$ cat src/rtl/filter_line_sequencer.sv
// Line sequencer between a pixel stream and a three-row line filter.
// Optional border sweep enabled by defining SEQ_BORDER_EN.
module filter_line_sequencer #(
    parameter int BLOCK_LENGTH = 720,
    parameter int READ_LAT     = 3
) (
    input  logic        clk,
    input  logic        reset,
    input  logic        s_valid,
    input  logic [15:0] s_data,
    input  logic        s_sof,
    output logic        s_ready,
    output logic [15:0] f_din,
    output logic        f_wren,
    output logic [9:0]  f_cursor,
    input  logic [15:0] f_dout,
    output logic        m_valid,
    output logic [15:0] m_data,
    input  logic        m_ready,
    output logic        busy
);

    typedef enum logic [2:0] {
        IDLE,
        WRITE,
        READ_WAIT,
        OUT,
        NEXT
    } state_t;

    localparam logic [9:0] WR_LAST  = 10'(BLOCK_LENGTH - 1);
    localparam logic [2:0] LAT_LAST = 3'(READ_LAT);
`ifdef SEQ_BORDER_EN
    localparam logic [9:0] RD_FIRST = 10'd0;
    localparam logic [9:0] RD_LAST  = 10'(BLOCK_LENGTH - 1);
`else
    localparam logic [9:0] RD_FIRST = 10'd1;
    localparam logic [9:0] RD_LAST  = 10'(BLOCK_LENGTH - 2);
`endif

    state_t      state_q, state_d;
    logic [9:0]  wr_idx_q, wr_idx_d;
    logic [9:0]  rd_idx_q, rd_idx_d;
    logic [2:0]  lat_q, lat_d;
    logic [1:0]  line_cnt_q, line_cnt_d;
    logic [15:0] m_data_q, m_data_d;

    // State and datapath registers with synchronous reset
    always_ff @(posedge clk) begin
        if (reset) begin
            state_q    <= IDLE;
            wr_idx_q   <= 10'd0;
            rd_idx_q   <= 10'd0;
            lat_q      <= 3'd0;
            line_cnt_q <= 2'd0;
            m_data_q   <= 16'h0000;
        end else begin
            state_q    <= state_d;
            wr_idx_q   <= wr_idx_d;
            rd_idx_q   <= rd_idx_d;
            lat_q      <= lat_d;
            line_cnt_q <= line_cnt_d;
            m_data_q   <= m_data_d;
        end
    end

    // Next-state and index/counter updates
    always_comb begin
        logic [1:0] line_base;
        logic [1:0] line_inc;
        state_d    = state_q;
        wr_idx_d   = wr_idx_q;
        rd_idx_d   = rd_idx_q;
        lat_d      = lat_q;
        line_cnt_d = line_cnt_q;
        m_data_d   = m_data_q;
        line_base  = line_cnt_q;
        line_inc   = line_cnt_q;
        unique case (state_q)
            IDLE: begin
                state_d  = WRITE;
                wr_idx_d = 10'd0;
            end
            WRITE: begin
                if (s_valid) begin
                    // SOF only matters on the first pixel of a line
                    if (wr_idx_q == 10'd0 && s_sof) begin
                        line_base = 2'd0;
                    end
                    line_cnt_d = line_base;
                    wr_idx_d   = wr_idx_q + 10'd1;
                    if (wr_idx_q == WR_LAST) begin
                        line_inc   = (line_base == 2'd3) ? 2'd3
                                                         : line_base + 2'd1;
                        line_cnt_d = line_inc;
                        wr_idx_d   = 10'd0;
                        if (line_inc == 2'd3) begin
                            state_d  = READ_WAIT;
                            rd_idx_d = RD_FIRST;
                            lat_d    = 3'd0;
                        end
                    end
                end
            end
            READ_WAIT: begin
`ifdef SEQ_BORDER_EN
                if (rd_idx_q == 10'd0 || rd_idx_q == WR_LAST) begin
                    m_data_d = 16'h0000;
                    lat_d    = 3'd0;
                    state_d  = OUT;
                end else
`endif
                if (lat_q == LAT_LAST) begin
                    m_data_d = f_dout;
                    lat_d    = 3'd0;
                    state_d  = OUT;
                end else begin
                    lat_d = lat_q + 3'd1;
                end
            end
            OUT: begin
                if (m_ready) begin
                    if (rd_idx_q == RD_LAST) begin
                        state_d = NEXT;
                    end else begin
                        rd_idx_d = rd_idx_q + 10'd1;
                        lat_d    = 3'd0;
                        state_d  = READ_WAIT;
                    end
                end
            end
            NEXT: begin
                state_d  = WRITE;
                wr_idx_d = 10'd0;
            end
            default: begin
                state_d = IDLE;
            end
        endcase
    end

    // Port outputs decoded from the current state
    always_comb begin
        s_ready  = (state_q == WRITE);
        f_wren   = (state_q == WRITE) && s_valid;
        f_din    = f_wren ? s_data : 16'h0000;
        m_valid  = (state_q == OUT);
        m_data   = m_data_q;
        busy     = (state_q != IDLE);
        f_cursor = 10'd0;
        unique case (state_q)
            WRITE:     f_cursor = wr_idx_q;
            READ_WAIT: f_cursor = rd_idx_q;
            OUT:       f_cursor = rd_idx_q;
            default:   f_cursor = 10'd0;
        endcase
    end

endmodule

$ cat config.mk
export PLATFORM = sky130hd
export DESIGN_NAME = filter_line_sequencer
export DESIGN_NICKNAME = d
export VERILOG_FILES = /design/src/rtl/filter_line_sequencer.sv
export SDC_FILE = /design/constraint.sdc
export NUM_CORES = 1
export LEC_CHECK = 0
export ABC_AREA = 1
export BUFFER_PORTS_ARGS = -buffer_cell sky130_fd_sc_hd__buf_2
export CORE_MARGIN = 4
export CORE_UTILIZATION = 40
export DETAILED_ROUTE_END_ITERATION = 10
export PLACE_DENSITY = 0.68
export SETUP_SLACK_MARGIN = 0.4
export SYNTH_ARGS = -nofsm -noshare
export SYNTH_HDL_FRONTEND = slang
export SYNTH_SLANG_ARGS = --single-unit
export TNS_END_PERCENT = 1
$ cat constraint.sdc
create_clock -name clk -period 1.4 [get_ports clk]
set_input_delay 0.07 -clock clk [delete_from_list [all_inputs] [get_ports clk]]
set_output_delay 0.07 -clock clk [all_outputs]
set_load 0.05 [all_outputs]
==> qor.csv, run 1 <==
metric,value,unit
outcome,"finished, violations left",
failing checks,setup timing,
Mapped Cells,400,
Arrival @ worst endpoint,1.57,ns
CP Max Fanout,8,
Crit-path slowest cell,dfxtp_2,
"EDFF count, synth",0,
Mapped Nets,442,
Static Leak,1.908,nW
global-route wire length before repair,13.64,mm
Yosys warnings,0,
CTS Buf Count,5,
Diodes inserted,0,
top_reg_cell synth,dfxtp_1,
Finished Layout Cells,615,
Sink Count,44,
io pins,83,
Final Util,0.6651,
sequential share of the synthesized area,0.3403,
Tot Pwr,5.195,mW
CP startpoint,state_q[1],
final setup violation count,61,
DRT Pass-1 Iters,5,
Fmax achieved,0.6080,GHz
cell family with most CP delay,buffers and inverters,
Setup crit start kind,register,
fraction of layout cells with a size suffix above 1,0.4071,
area of the multi-input gates,0.001687,mm²
I/O Buffers,82,
final-report hold violation count,0,
"top cells by area, synth","dfxtp_1 (34%), nor2_1 (13%), nand2_1 (8.6%)",
Rel. slew slack,0.6889,
biggest area consumer among synthesized cells,dfxtp_1,
vias in the first global route,3017,
"Slew Viols, Final",0,
CORE AREA,0.006314,mm²
pin count of the biggest net entering global routing,23,
crit path cell chain,inv_4 > nor2_4 > buf_6 > clkinvlp_4 > o22ai_4 > buf_6,
die area,0.007823,mm²
DRC Markers,0,
Routed WL,8.237,mm
Crit path buffers/inverters,4,
cells on worst reg2reg path,9,
Clock H-tree levels,2,
CP endpoint,f_cursor[7],
MaxCap Viol Count,0,
hold_ws,0.004132,ns
DP Area,0.003587,mm²
Synth async-reset ratio,0,
post-detailed-route count of antenna-violating nets,0,
hold_sp,f_dout[10],
"commonest cells after routing, fill and taps aside","nor2_1 (72), nand2_1 (54), inv_1 (52)",
CTS tree,yes,
R2R Path Start,state_q[1],
"most common cell after layout, fill and taps aside",nor2_1,
FF-to-FF setup slack,-0.12,ns
clock skew,0.009371,ns
RSZ-0062 raised after global routing,yes,
clk root buf,clkbuf_8,
Overall Global Routing Usage,0.2189,
synth-to-layout area growth,62.20,%
Worst-path clk slew,0.08,ns
Post-Syn Area,0.002589,mm²
Initial Util,0.4100,
CP endpoint kind,primary output,
Via Count,3054,
"Clk Latency, worst-skew pair",0.30,ns
post-route setup slack,-0.2446,ns
Tmin final,1.645,ns
HP Class,in2reg,
most frequent CP cell,buf_6,
slowest cell delay on critical path,0.36,ns
r2r endpoint,rd_idx_q[0],
initial DRC count,144,
"Design Area, Final",0.004199,mm²
Cell variety after synth,35,
Cell Pwr Density,1237,mW/mm²
Slew @ Worst Pin,0.4661,ns
dpl hpwl,6.114,mm
grt ovf,0,
die width,88.45,µm
register area,895.9,µm²
Mean Syn Cell Area,6.472,µm²
final-layout fill cell count,513,
vias per cell,4.966,
Worst VDD drop,727.9,µV
Critical Path Stages,6,
Layout Nets,579,
wire per inst,13.39,µm
Setup TNS,-6.698,ns
critical path class,reg2out,
row cnt,29,
area share of the largest cell type after synthesis,0.3403,
initial antenna violation count,0,
required time worst endpoint,1.33,ns
DIE HEIGHT,88.45,µm
pre-CTS setup slack,-0.1811,ns
Yosys reg bits,44,
CTS Buffer Depth,2,
Final period util,1.175,
Placed Instances,592,
GPL Wtd Cong,0.9654,
==> synthesized netlist by cell type, types with 4 or more instances <==
master / count
nand2_1: 59
dfxtp_1: 44
nand3_1: 24
o21ai_0: 30
inv_1: 54
a21oi_1: 22
clkbuf_1: 6
nand4_1: 5
nor3_1: 6
nor2_4: 4
o22ai_1: 8
nand2_2: 5
ha_1: 5
inv_2: 5
nor2_1: 92
==> area by class of cell <==
class | instances | share of cell area
tap | 77 | 0.02294
clock buffer | 6 | 0.01967
timing repair buffer | 143 | 0.2738
clock inverter | 2 | 0.009237
inverter | 60 | 0.05930
sequential | 44 | 0.2133
multi-input combinational | 283 | 0.4017
==> sequential cells by signal (all words and copies together) (netlist names) <==
name,count
m_data,16
wr_idx_q,10
lat_q,3
state_q,3
rd_idx_q,10
line_cnt_q,2
==> worst min path at each step <==
| stage | end | slack (ns) | depth (start not counted) |
|---|---|---|---|
| floorplan | m_data[10] | 0.20 | 2 |
| detailed placement | m_data[14] | 0.30 | 3 |
| global placement | m_data[0] | 0.29 | 3 |
| finish | m_data[10] | 0.004 | 3 |
| CTS | m_data[10] | 0.0004 | 3 |
| global route | m_data[7] | 0.03 | 3 |
==> layer usage <==
metal | wire (µm) | part of all wire | vias up | global-route usage
met1 | 3343 | 0.41 | 1409 | 0.2650
met4 | 139 | 0.017 | 0 | 0.07280
li1 | - | - | 1541 | -
met2 | 4314 | 0.52 | 89 | 0.3868
met5 | 0 | 0 | - | 0
met3 | 439 | 0.053 | 15 | 0.04376
==> cell families after synthesis <==
logic type,Yosys count,synth area share
buffers and inverters,73,0.1174
AND/OR/NAND/NOR,205,0.3533
AO/OA/AOI/OAI,70,0.1547
adder cells (fa/ha/maj),5,0.02417
XOR/XNOR,3,0.01015
flip-flops,44,0.3403
==> tightest hold or removal path, cell delays in order <==
cell	delay, ns
buf_2	0.08
nor2_1	0.03
nor2_1	0.09
==> timing repair <==
item | 4_1_cts | 5_1_grt
setup endpoints to repair | 75 | 81
gates resized for setup | 88 | 20
pin swaps | 18 | 7
setup buffers | 0 | 2
hold buffers | 13 | 0
endpoints found under the hold margin | 13 | 0
==> where the power goes <==
part | leakage, nW | switching [mW] | internal [mW]
Sequential | 0.360 | 0.0713 | 1.35
Combinational | 1.49 | 1.74 | 1.00
Clock | 0.0614 | 0.454 | 0.584
(Power assumes the default switching activity.)
==> run 2, diff against run 1 <==
- PLACE_DENSITY: 0.68 -> 0.65
- clock period: 1.4 -> 1.9 ns (I/O delays scaled with it)
==> qor.csv, run 2 (synthesis gave the netlist of run 1 again) <==
metric,value,unit,change
DIE HEIGHT,88.45,µm,unchanged
Sink Count,44,,unchanged
clock skew,0.01310,ns,was 0.009371 ns
CTS tree,yes,,unchanged
Fmax achieved,0.6276,GHz,
hold path depth,3,,unchanged
Worst-path clk slew,0.09,ns,was 0.08 ns
"most common cell after layout, fill and taps aside",nor2_1,,unchanged
Final period util,0.8387,,
Placed Instances,552,,was 592
FF-to-FF setup slack,0.34,ns,was -0.12 ns
"Slew Viols, Final",0,,unchanged
synth-to-layout area growth,44.95,%,was 62.20%
Slew @ Worst Pin,0.3371,ns,was 0.4661 ns
CP startpoint,state_q[0],,was state_q[1]
GPL Wtd Cong,0.8394,,was 0.9654
grt ovf,0,,unchanged
Finished Layout Cells,577,,was 615
CTS Buf Count,5,,unchanged
Overall Global Routing Usage,0.1992,,was 0.2189
final-report hold violation count,0,,unchanged
initial antenna violation count,0,,unchanged
Setup TNS,0,ns,was -6.698 ns
fraction of layout cells with a size suffix above 1,0.3500,,was 0.4071
vias in the first global route,2660,,"was 3,017"
Static Leak,1.744,nW,was 1.908 nW
pre-CTS setup slack,0.1786,ns,was -0.1811 ns
clk root buf,clkbuf_8,,unchanged
global-route wire length before repair,12.44,mm,was 13.64 mm
Rel. slew slack,0.7735,,was 0.6889
CP endpoint kind,primary output,,unchanged
Via Count,2932,,"was 3,054"
Setup crit start kind,register,,unchanged
final setup violation count,0,,was 61
vias per cell,5.081,,was 4.966
I/O Buffers,82,,unchanged
DRT Pass-1 Iters,7,,was 5
r2r endpoint,rd_idx_q[6],,was rd_idx_q[0]
# hold bufs at CTS,0,,was 13
Arrival @ worst endpoint,1.50,ns,was 1.57 ns
max reg flops,16,,unchanged
die width,88.45,µm,unchanged
post-route setup slack,0.3065,ns,was -0.2446 ns
"Design Area, Final",0.003752,mm²,was 0.004199 mm²
io pins,83,,unchanged
Initial Util,0.4100,,unchanged
cells on worst reg2reg path,9,,unchanged
hold_sp,f_dout[4],,was f_dout[10]
Routed WL,7.755,mm,was 8.237 mm
"Clk Latency, worst-skew pair",0.30,ns,about the same
row cnt,29,,unchanged
post-detailed-route count of antenna-violating nets,0,,unchanged
critical path class,reg2out,,unchanged
Diodes inserted,0,,unchanged
Worst VDD drop,553.7,µV,was 727.9 µV
dpl hpwl,5.354,mm,was 6.114 mm
initial DRC count,266,,was 144
required time worst endpoint,1.80,ns,was 1.33 ns
HP Class,in2reg,,unchanged
hold path endpoint,m_data[4],,was m_data[10]
DP Area,0.003169,mm²,was 0.003587 mm²
outcome,"complete, no violations",,"was finished, violations left"
wire per inst,13.44,µm,was 13.39 µm
CTS Buffer Depth,2,,unchanged
CORE AREA,0.006314,mm²,unchanged
die area,0.007823,mm²,unchanged
Cell Pwr Density,997.6,mW/mm²,was 1237 mW/mm²
"commonest cells after routing, fill and taps aside","nor2_1 (74), buf_2 (55), nand2_1 (54)",,"was nor2_1 (72), nand2_1 (54), inv_1 (52)"
DRC Markers,0,,unchanged
Tmin final,1.593,ns,
hold_ws,0.01383,ns,was 0.004132 ns
R2R Path Start,rd_idx_q[0],,was state_q[1]
Layout Nets,541,,was 579
MaxCap Viol Count,0,,unchanged
pin count of the biggest net entering global routing,22,,was 23
RSZ-0062 raised after global routing,yes,,unchanged
CP Max Fanout,11,,was 8
Clock H-tree levels,2,,unchanged
run 2: power breakdown:
part	switching, mW	internal (mW)	leakage [nW]
registers	0.0496	0.990	0.358
clock network	0.334	0.391	0.0552
logic	1.26	0.723	1.33
run 2: timing repair:
| action | CTS | global route |
|---|---|---|
| pin swaps | 7 | 7 |
| gates cloned | 3 | 0 |
| endpoints found under the setup margin | 57 | 73 |
| gates resized for setup | 79 | 11 |
| setup buffers | 12 | 2 |
run 2: layout make-up:
cell class	instances	area, µm²
fill	593	2561
multi-input combinational	284	1617
sequential	44	890.9
timing repair buffer	104	804.5
inverter	60	236.5
tap	77	96.34
clock buffer	6	72.57
clock inverter	2	35.03
run 2: how the worst max path moves through the flow:
| stage | end | slack [ns] |
|---|---|---|
| after floorplan | f_cursor[0] | 0.20 |
| after global placement | rd_idx_q[3] | 0.22 |
| after detailed placement | rd_idx_q[8] | 0.18 |
| after CTS | f_din[12] | 0.32 |
| after global routing | f_din[13] | 0.24 |
| final | f_cursor[6] | 0.31 |
run 2: metrics by stage:
stage,power [mW],utilization
2_1_floorplan,2.201,-
3_3_place_gp,2.474,0.5020
3_5_place_dp,2.495,0.5020
4_1_cts,3.711,0.5852
5_1_grt,3.965,0.5943
6_report,3.743,0.5943
run 2: worst max-delay path, stage by stage, from the launching register on:
cell,delay (ns)
dfxtp_2,0.35
inv_2,0.05
nor2_4,0.11
nand2_4,0.10
buf_12,0.15
o21ai_1,0.23
buf_6,0.20
run 2: layer usage:
metal  up-vias  GRT usage  share of wire
li1       1472          -              -
met1      1306     0.2708           0.43
met2       148     0.3222           0.45
met3         6    0.05307           0.11
met4         0    0.03434         0.0046
met5         -          0              0
